File: src/rtl/bitwise_logic_pipe.sv
// Two-stage valid/ready bitwise logic unit (8 ops) with zero/ones/parity flags and a beat counter.
// Optional accumulator operand path is compiled in with `define BITWISE_LOGIC_ACC_EN.
module bitwise_logic_pipe #(
  parameter int WIDTH = 32,
  parameter int CNT_W = 16
) (
  input  logic             clk,
  input  logic             reset_n,
  input  logic             in_valid,
  output logic             in_ready,
  input  logic [2:0]       in_op,
  input  logic [WIDTH-1:0] in_a,
  input  logic [WIDTH-1:0] in_b,
  input  logic             in_acc,
  output logic             out_valid,
  input  logic             out_ready,
  output logic [WIDTH-1:0] out_data,
  output logic             out_zero,
  output logic             out_ones,
  output logic             out_par,
  output logic [CNT_W-1:0] beat_cnt
);

  localparam logic [2:0] OP_AND  = 3'd0;
  localparam logic [2:0] OP_OR   = 3'd1;
  localparam logic [2:0] OP_XOR  = 3'd2;
  localparam logic [2:0] OP_NOR  = 3'd3;
  localparam logic [2:0] OP_NAND = 3'd4;
  localparam logic [2:0] OP_XNOR = 3'd5;
  localparam logic [2:0] OP_ANDN = 3'd6;

  // Handshake: a beat moves on any rising edge where valid && ready; a producer holds
  // valid and its payload stable until accepted, and ready never depends on valid.
  logic             s1_valid;
  logic [2:0]       s1_op;
  logic [WIDTH-1:0] s1_a;
  logic [WIDTH-1:0] s1_b;
  logic             s2_adv;
  logic             s1_adv;
  logic             in_fire;
  logic [WIDTH-1:0] op_a;
  logic [WIDTH-1:0] res;

  assign s2_adv   = !out_valid || out_ready;
  assign s1_adv   = s1_valid && s2_adv;
  assign in_ready = reset_n && (!s1_valid || s2_adv);
  assign in_fire  = in_valid && in_ready;

`ifdef BITWISE_LOGIC_ACC_EN
  logic             s1_acc;
  logic [WIDTH-1:0] acc;

  // The accumulator always holds the previous result, so a chained beat sees it in order.
  assign op_a = s1_acc ? acc : s1_a;

  always_ff @(posedge clk or negedge reset_n) begin
    if (!reset_n) begin
      s1_acc <= 1'b0;
      acc    <= '0;
    end else begin
      if (in_fire) s1_acc <= in_acc;
      if (s1_adv)  acc    <= res;
    end
  end
`else
  logic unused_acc;

  assign unused_acc = in_acc;
  assign op_a       = s1_a;
`endif

  always_comb begin
    res = op_a;
    case (s1_op)
      OP_AND:  res = op_a & s1_b;
      OP_OR:   res = op_a | s1_b;
      OP_XOR:  res = op_a ^ s1_b;
      OP_NOR:  res = ~(op_a | s1_b);
      OP_NAND: res = ~(op_a & s1_b);
      OP_XNOR: res = ~(op_a ^ s1_b);
      OP_ANDN: res = op_a & ~s1_b;
      default: res = op_a;
    endcase
  end

  always_ff @(posedge clk or negedge reset_n) begin
    if (!reset_n) begin
      s1_valid  <= 1'b0;
      s1_op     <= '0;
      s1_a      <= '0;
      s1_b      <= '0;
      out_valid <= 1'b0;
      out_data  <= '0;
      out_zero  <= 1'b0;
      out_ones  <= 1'b0;
      out_par   <= 1'b0;
      beat_cnt  <= '0;
    end else begin
      if (in_fire) begin
        s1_op <= in_op;
        s1_a  <= in_a;
        s1_b  <= in_b;
      end
      if (in_fire)     s1_valid <= 1'b1;
      else if (s1_adv) s1_valid <= 1'b0;

      // A fresh load wins over a plain drain, so out_valid stays high through back-to-back beats.
      if (s1_adv) begin
        out_valid <= 1'b1;
        out_data  <= res;
        out_zero  <= ~|res;
        out_ones  <= &res;
        out_par   <= ^res;
      end else if (out_ready) begin
        out_valid <= 1'b0;
      end

      if (out_valid && out_ready) beat_cnt <= beat_cnt + CNT_W'(1);
    end
  end

endmodule

File: config.mk
export PLATFORM = sky130hd
export DESIGN_NAME = bitwise_logic_pipe
export DESIGN_NICKNAME = d
export VERILOG_FILES = /design/src/rtl/bitwise_logic_pipe.sv
export SDC_FILE = /design/constraint.sdc
export NUM_CORES = 1
export LEC_CHECK = 0
export ABC_AREA = 0
export CAP_MARGIN = 20
export CORE_MARGIN = 3
export CORE_UTILIZATION = 52
export CTS_BUF_LIST = sky130_fd_sc_hd__clkbuf_8
export DETAILED_ROUTE_END_ITERATION = 8
export GPL_ROUTABILITY_DRIVEN = 0
export HOLD_SLACK_MARGIN = 0.02
export PLACE_DENSITY_LB_ADDON = 0.08
export SYNTH_ARGS = -nofsm -noshare
export SYNTH_HDL_FRONTEND = slang
export SYNTH_SLANG_ARGS = --single-unit
File: constraint.sdc
create_clock -name clk -period 2.8 [get_ports clk]
set_input_delay 0.7 -clock clk [delete_from_list [all_inputs] [get_ports clk]]
set_output_delay 0.7 -clock clk [all_outputs]
set_load 0.005 [all_outputs]
==> flow_summary.ini <==
[cells_and_area]
syn_to_final_growth_pct = 36.8
multi_input_area_um2 = 5450
drive_above_1_share_pct = 31.2
final_nets = 1307
num_antenna_cells = 0
fin_area_um2 = 12000
seqCellArea_um2 = 3010
fillers = 1112

[sta]
hold_ws_ns = 0.418
max_freq_mhz = 307
setup_violations = 2
post-route-worst-setup-slack_ns = -0.455
fin_crit_sh_pct = 116
finalHoldViolCount = 0
slew_headroom_pct = 57.1
final_max_slew_viol_count = 0
skew_ns = 0.0118
period_minus_slack_ns = 3.26
worst_slew_pin_slew_ns = 0.643
rsz0062_at_grt = true

[synthesis]
yosysMostFrequentCell = ha_1
syn_area_um2 = 8800
synth-edff-count = 0
yosys_warnings = 0
synth-seq-area-share_pct = 34.1
syn_avg_cell_area_um2 = 10.2
netlist_top_cells_count = ha_1, dfrtp_1, inv_1
synthCells = 863
synth.distinct_cells = 52
synth-seq-cells = 120
syn_nets = 1057
ys_top_cells_by_area = dfrtp_1, ha_1, mux2_2, inv_1, xnor2_1
synth_ff_type = dfrtp_1
synth_top_area_share_pct = 34.1
async_reset_ff_share_pct = 100
yosys.area.top_type = dfrtp_1

[clock_network]
cts_hold_buf = 0
clkSinkCount = 120
cts-buffers-inserted = 17
ctsRootBufferMaster = clkbuf_8
cts_tree = yes
clk_path_buf_depth = 2
path_clk_slew_ns = 0.07
cts_htree_levels = 4
insertion_delay_ns = 0.44

[run]
cap_viol_max_count = 0

[detailed_routing]
dr.pass1.iters = 4
routedWlPerCell_um = 17.4
routed_wl_mm = 23.3
drt_iter0_drc = 328
antenna_left = 0
drcViolationCount = 0
vias_per_cell = 5.41
vias = 7243

[floorplanning]
rows = 46
initial_core_util_pct = 54.2
fp.dieH_um = 136
core_area_um2 = 16200
die-width_um = 136
dieArea_um2 = 18500
ios = 125

[global_routing]
grt_antenna_before_repair = 0
grt_pass1_wl_mm = 37.9
grt_pass1_vias = 7823
grt_use_total_pct = 25.9
grt_max_degree = 121
grt_overflow = 0

[run_status]
violations = setup timing
status = finished with violations

[power]
p_per_area_nw_per_um2 = 831
power_mw = 10.0
p_leak_nw = 5.73
max-vdd-ir-drop_mv = 0.584

[critical_path]
cp-start-kind = register
critPathKind = reg -> reg
required_ns = 3.13
arrival_ns = 3.58
end_kind = register
path_max_fanout = 6

[place]
place_hpwl_mm = 16.7
portBuffers = 123
dpl_cell_area_um2 = 11000

[hold_path]
min_path_type = in -> async
-- cell usage in the layout, fill, tap and decap left out, drive strengths merged, types with 2 or more instances in the layout --
| cell | count |
|---|---|
| buf | 157 |
| nor3 | 5 |
| ha | 122 |
| a21oi | 38 |
| o221ai | 14 |
| clkbuf | 21 |
| nor4 | 2 |
| xor2 | 24 |
| clkdlybuf4s50 | 122 |
| mux2i | 31 |
| nor2b | 4 |
| nand4 | 9 |
| nand2b | 5 |
| o211ai | 2 |
| nor2 | 45 |
| xnor2 | 37 |
| o22a | 2 |
| a211oi | 8 |
| o31ai | 2 |
| clkinvlp | 3 |
| a31oi | 2 |
| nand3 | 9 |
| o32ai | 5 |
| clkinv | 4 |
| mux2 | 98 |
| or4 | 2 |
| o22ai | 11 |
| nor3b | 4 |
| and2 | 10 |
| inv | 101 |
| nand2 | 49 |
| a211o | 5 |
| dfrtp | 120 |
| o21ai | 33 |
| a221oi | 6 |
| mux4 | 3 |
-- where the power goes --
part	switching, mW	internal, mW	total, mW
combinational	2.67	3.31	5.98
sequential	0.372	2.17	2.54
clock	0.702	0.775	1.48
total	3.75	6.25	10.0
-- registers in the layout, indices dropped and copies added, names as in the netlist --
signal,count
out_zero,1
s1_b,32
beat_cnt,16
out_par,1
s1_op,3
out_valid,1
out_data,32
s1_valid,1
out_ones,1
op_a,32
-- area by class of cell --
cell class | instances | share of cell area (%)
Multi-Input combinational cell | 595 | 45.3
Sequential cell | 120 | 25.0
Timing Repair Buffer | 279 | 21.3
Inverter | 100 | 3.14
Clock buffer | 21 | 2.40
Tap cell | 216 | 2.25
Clock inverter | 9 | 0.634
-- through the flow --
| step | setup slack [ns] | util, % | cells | setup TNS [ns] |
|---|---|---|---|---|
| CTS | -0.344 | 73.6 | 1338 | -0.687 |
| global route | -0.588 | 74.2 | 1340 | -1.09 |
| detailed placement | -0.574 | 68.1 | 1280 | -0.981 |
| global placement | -0.477 | 68.1 | 1280 | -0.829 |
| finish | -0.455 | 74.2 | 1340 | -0.846 |
| floorplan | -0.235 | - | 863 | -0.372 |
-- path summary, 6_finish.rpt --
kind | end | cells past startpoint | slack (ns) | from
min | s1_b[16]$_DFFE_PN0P_ | 2 | 0.42 | reset_n
min reg2reg | beat_cnt[15]$_DFFE_PN0P_ | 1 | 0.48 | beat_cnt[15]$_DFFE_PN0P_
max in group asynchronous | s1_op[0]$_DFFE_PN0P_ | 2 | 1.87 | reset_n
max | out_par$_DFFE_PN0P_ | 14 | -0.46 | s1_op[2]$_DFFE_PN0P_
max reg2reg | out_par$_DFFE_PN0P_ | 14 | -0.46 | s1_op[2]$_DFFE_PN0P_
min in group clk | beat_cnt[15]$_DFFE_PN0P_ | 1 | 0.48 | beat_cnt[15]$_DFFE_PN0P_
-- logic make-up (layout without fill, tap and decap cells) --
group                    Yosys count  after routing  synth area share [%]
buffers and inverters            148            409                  7.59
multiplexers                     132            132                  16.9
XOR/XNOR                          62             62                  6.33
AO/OA/AOI/OAI                    132            132                  9.85
adder cells (fa/ha/maj)          122            122                  17.3
AND/OR/NAND/NOR                  147            147                  7.86
flip-flops                       120            120                  34.1
-- what timing repair did --
action	CTS	global route
pin swaps	34	11
gates resized for setup	57	16
buffers inserted	27	2
setup endpoints to repair	2	3
cloned	1	0
-- routing by layer --
| metal | wire length, um | part of all wire, % | vias to the layer above | global-route usage, % |
|---|---|---|---|---|
| met1 | 9230 | 40 | 3596 | 29.6 |
| li1 | - | - | 3435 | - |
| met5 | 0 | 0 | - | 0 |
| met2 | 12400 | 53 | 168 | 47.7 |
| met3 | 972 | 4.2 | 44 | 5.33 |
| met4 | 653 | 2.8 | 0 | 9.41 |
-- worst max-delay path, cell delays in order (launching register included) --
cell     delay (ns)
dfrtp_4        0.55
buf_12         0.16
buf_12         0.12
xor2_1         0.14
nor2_1         0.05
a211o_1        0.29
a21oi_2        0.19
inv_1          0.10
ha_4           0.25
xnor2_2        0.14
xnor2_1        0.15
xnor2_1        0.26
xnor2_1        0.19
xnor3_1        0.26
mux2_4         0.27
Power figures use the tool's default switching activity.
==> RTL change 1, RTL diff (config.mk and constraints unchanged) <==
The option `BITWISE_LOGIC_ACC_EN` is turned on by a define.
--- a/src/rtl/bitwise_logic_pipe.sv
+++ b/src/rtl/bitwise_logic_pipe.sv
@@ -2,2 +2,4 @@
 // Optional accumulator operand path is compiled in with `define BITWISE_LOGIC_ACC_EN.
+`define BITWISE_LOGIC_ACC_EN
+
 module bitwise_logic_pipe #(
Check against the original RTL: not equivalent (Yosys sat finds a counterexample within 4 cycles, from zero or initial values and one cycle with reset_n low).
==> RTL change 1 against the unedited design <==
- the run still ends with setup timing left
- worst setup slack improved by 0.14 ns
- sequential cell count grew 1
- wire length is 3.7% lower
- synthesized area grew 7.5%
- power rose by 22%
- non-clock buffer count fell by 8
- critical path depth rose by 4
- via count shrank 1.8%
- design area increased by 7.6%
==> RTL change 1: results (changes against the unedited design) <==
stage	metric	value	unit	change
outcome	run_status	complete, but fails checks		
outcome	violations	setup timing		
logic_synthesis	avgSynthCellArea	10.5	sq um	+3.4%
logic_synthesis	synthTopCellsByCount	ha_1, dfrtp_1, inv_1		
logic_synthesis	ys_seq_area_share	32.0	%	-2.1 points
drt	wl_met3	846	microns	-13%
drt	routedWlPerCell	16.3	microns	-6.1%
floorplanning	rows	48		+4.3%
final_layout	final.fill_count	1262		+13%
final_layout	layout.nonclk_buf_share	19.8	%	-1.5 points
pwr	p_per_area	939	nW/um^2	+13%
final_layout	clkbuf_count	19		-9.5%
pwr	p_int	0.00749	W	+20%
pwr	p_clk_share	13.4	%	-1.4 points
place	dp_hpwl	15.8	mm	-5.6%
sta	setup_tns	-0.797	ns	+0.0491 ns
final_layout	nets	1337		+2.3%
drt	first_pass_iters	5		+1
final_layout	inverters_excl_clock	110		+10%
setup_path	ff2ff_path_depth	18		+4
final_layout	multi_input_area_share	48.3	%	+3.0 points
place	pre_cts_slack	-0.341	ns	+0.233 ns
sta	worst_slack	-0.320	ns	+0.136 ns
setup_path	cp.arrival	3.46	ns	-0.12 ns
drt	drt-initial-drc-count	315		-4.0%
grt	grt_max_degree	122		+0.83%
place	port_buffers	124		+0.81%
final_layout	clk_share	3.14	%	+0.11 points
final_layout	design.seq.count	121		+0.83%
sta	fin_hold_ws	0.400	ns	-0.0177 ns
setup_path	r2r-start	s1_acc		
sta	finalSetupViolCount	3		+1
cts	clk_latency	0.46	ns	+0.02 ns
final_layout	signal_buffers	271		-2.9%
final_layout	drive_gt1_share	30.1	%	-1.1 points
grt	grt_pass1_vias	7157		-8.5%
pwr	powerSeq	0.00272	W	+7%
drt	wl_met2	11.0	mm	-12%
final_layout	multi_input_gates	615		+3.4%
place	placed_cell_area	12000	sq um	+8.3%
sta	fin_skew	0.0137	ns	+0.00192 ns
sta	tightest_slew	0.701	ns	+0.0577 ns
grt	grt_use_total	22.1	%	-3.8 points
drt	vias_per_cell	5.18		-4.3%
pwr	leakagePower	6.18	nW	+7.8%
setup_path	critPathTopFamily	buffers and inverters		
setup_path	critPathMaxStageDelay	0.46	ns	-0.09 ns
grt	use_met3	4.72	%	-0.61 points
pwr	ir_worst_vdd	903	uV	+55%
grt	use_met1	29.0	%	-0.63 points
final_layout	seq_area	3040	sq um	+0.87%
setup_path	cp_slowest_cell	dfrtp_2		
[RTL change 1: cells by family (layout without fill, tap and decap cells)]
kind of cell,Yosys count,after routing,synth area share [%]
buffers and inverters,161,413,7.75
multiplexers,210,210,23.6
AO/OA/AOI/OAI,88,88,8.08
AND/OR/NAND/NOR,127,127,5.89
flip-flops,121,121,32.0
adder cells (fa/ha/maj),129,129,17.1
XOR/XNOR,61,61,5.65
[RTL change 1: worst max-delay path by stage]
stage	from	endpoint	slack [ns]	cells after the start
2_1_floorplan	s1_acc	out_par	-0.04	15
3_5_place_dp	s1_acc	out_par	-0.34	14
6_report	s1_acc	out_par	-0.32	18
3_3_place_gp	s1_acc	out_par	-0.27	14
5_1_grt	s1_acc	out_par	-0.48	16
4_1_cts	s1_acc	out_par	-0.32	14
[RTL change 1: repair_timing]
action,in CTS,in global routing
hold buffers,0,0
pin swaps,1,43
resized for setup,12,58
setup buffers,5,13
endpoints found under the setup margin,3,3
cloned,0,1
==> RTL change 2, RTL diff (config.mk and constraints unchanged) <==
Made on the original files. Put one more register stage on the output `beat_cnt`, with the module's reset. The value now appears one clock later. The other outputs are not delayed to match.
--- a/src/rtl/bitwise_logic_pipe.sv
+++ b/src/rtl/bitwise_logic_pipe.sv
@@ -30,2 +30,4 @@
   localparam logic [2:0] OP_ANDN = 3'd6;
+
+  logic [CNT_W-1:0] beat_cnt_s0;
 
@@ -96,3 +98,3 @@
       out_par   <= 1'b0;
-      beat_cnt  <= '0;
+      beat_cnt_s0 <= '0;
     end else begin
@@ -117,3 +119,11 @@
 
-      if (out_valid && out_ready) beat_cnt <= beat_cnt + CNT_W'(1);
+      if (out_valid && out_ready) beat_cnt_s0 <= beat_cnt_s0 + CNT_W'(1);
+    end
+  end
+
+  always_ff @(posedge clk or negedge reset_n) begin
+    if (!reset_n) begin
+      beat_cnt <= '0;
+    end else begin
+      beat_cnt <= beat_cnt_s0;
     end
Check against the original RTL: not equivalent (Yosys sat finds a counterexample within 4 cycles, from zero or initial values and one cycle with reset_n low).
==> RTL change 2 against the unedited design <==
- the flow still finishes with violations (setup timing)
- synthesized cell count up 1.5%
- wire length down 5.6%
- worst setup slack gained 0.014 ns
- power is 5.8% higher
- sequential cell count up 16
- synthesized area rose by 4.5%
- design area rose by 5.0%
- clock power increased by 10%
- cell count rose by 1.8%
==> RTL change 2: results (changes against the unedited design) <==
stage	metric	value	unit	change
outcome	violations	setup timing		
drt	drt-initial-drc-count	361		+10%
pwr	leakagePower	5.98	nW	+4.3%
cts	clk_latency	0.46	ns	+0.02 ns
grt	grt_max_degree	137		+13%
sta	slew_headroom	51.0	%	-6.2 points
grt	grt_use_total	23.0	%	-2.9 points
sta	worst_slack	-0.442	ns	+0.0138 ns
cts	cts.reportedPaths.clkPinSlew	0.09	ns	+0.02 ns
outcome	run_status	complete, but fails checks		
setup_path	r2r-start	s1_op[1]		
drt	postRouteWirelength	22.0	mm	-5.6%
setup_path	cp_slowest_cell	mux4_2		
final_layout	seq_area	3410	sq um	+13%
sta	fin_skew	0.00992	ns	-0.00184 ns
sta	finalSetupViolCount	2		unchanged
pwr	ir_worst_vdd	553	uV	-5.3%
sta	fin_hold_ws	0.332	ns	-0.0856 ns
logic_synthesis	synthCells	876		+1.5%
place	place_inst	1318		+3.0%
final_layout	final.fill_count	1202		+8.1%
logic_synthesis	ys_seq_area_share	37.0	%	+2.9 points
grt	grt_pass1_vias	7218		-7.7%
final_layout	nets	1325		+1.4%
final_layout	finalNonFillerCells	1364		+1.8%
setup_path	critPathMaxStageDelay	0.50	ns	-0.05 ns
place	placed_cell_area	11700	sq um	+6.0%
drt	num_vias	7077		-2.3%
place	pre_cts_slack	-0.465	ns	+0.109 ns
RTL change 2: changes by cell type after synthesis, moves of 6 or more:
| cell | unedited run | this run |
|---|---|---|
| o21ai_0 | 33 | 51 |
| dfrtp_1 | 120 | 136 |
| nor2_1 | 44 | 31 |
| xor2_1 | 24 | 14 |
| buf_6 | 9 | 1 |
| mux4_2 | 3 | 11 |
| o221ai_1 | 14 | 6 |
| xnor2_1 | 37 | 44 |
| and2_1 | 10 | 4 |
| buf_2 | 15 | 21 |
| buf_4 | 7 | 1 |
| inv_1 | 100 | 94 |
RTL change 2: final cells by class:
type	instances	share of cell area [%]
repair buffers	280	20.0
inverters	96	2.93
flip-flops and latches	136	27.0
clock buffers	17	1.85
well taps	220	2.18
multi-input cells	600	44.8
clock inverters	15	1.25
RTL change 2: worst max path at each step:
stage,end,from,cells past startpoint
floorplan,out_par,s1_op[2],13
global placement,out_par,s1_b[9],15
detailed placement,out_par,s1_b[9],15
CTS,out_par,s1_op[1],14
global route,out_par,s1_b[18],15
finish,out_par,s1_op[1],14
RTL change 2: power by group through the flow:
stage          Clock, W  Sequential [W]  Combinational, W
3_5_place_dp          0         0.00282           0.00520
6_report        0.00163         0.00278           0.00617
3_3_place_gp          0         0.00281           0.00509
4_1_cts         0.00168         0.00278           0.00555
2_1_floorplan         0         0.00276           0.00316
5_1_grt         0.00177         0.00285           0.00674
RTL change 2: worst reg2reg max path, delay by kind of cell (launching register included):
family                     cells  cell delay, ns
AOI/OAI and AO/OA              3            0.37
xor gates and xnor gates       5            0.92
adders and majority gates      1            0.25
buffers and inverters          2            0.28
DFF                            1            0.44
muxes                          2            0.77
and+or+nand+nor                1            0.11
RTL change 2: repair_timing:
| action | CTS | global route |
|---|---|---|
| gates resized for setup | 43 | 62 |
| setup endpoints to repair | 3 | 3 |
| hold buffers | 0 | 0 |
| buffers inserted | 8 | 6 |
| pin swaps | 21 | 38 |
| endpoints found under the hold margin | 0 | 0 |
RTL change 2: logic make-up (layout without fill, tap and decap cells):
group / after synthesis / count (layout) / share of synthesized area, %
AO/OA/AOI/OAI: 137 / 137 / 9.17
AND/OR/NAND/NOR: 145 / 145 / 7.47
multiplexers: 137 / 137 / 17.7
adder cells (fa/ha/maj): 122 / 122 / 16.6
buffers and inverters: 140 / 408 / 6.30
flip-flops: 136 / 136 / 37.0
XOR/XNOR: 59 / 59 / 5.77
RTL change 2: routing by layer:
layer	wire length (microns)	global-route usage, %	vias up
li1	-	-	3503
met1	9660	29.5	3416
met2	10900	39.3	130
met3	833	4.72	28
met4	535	7.11	0
met5	0	0	-
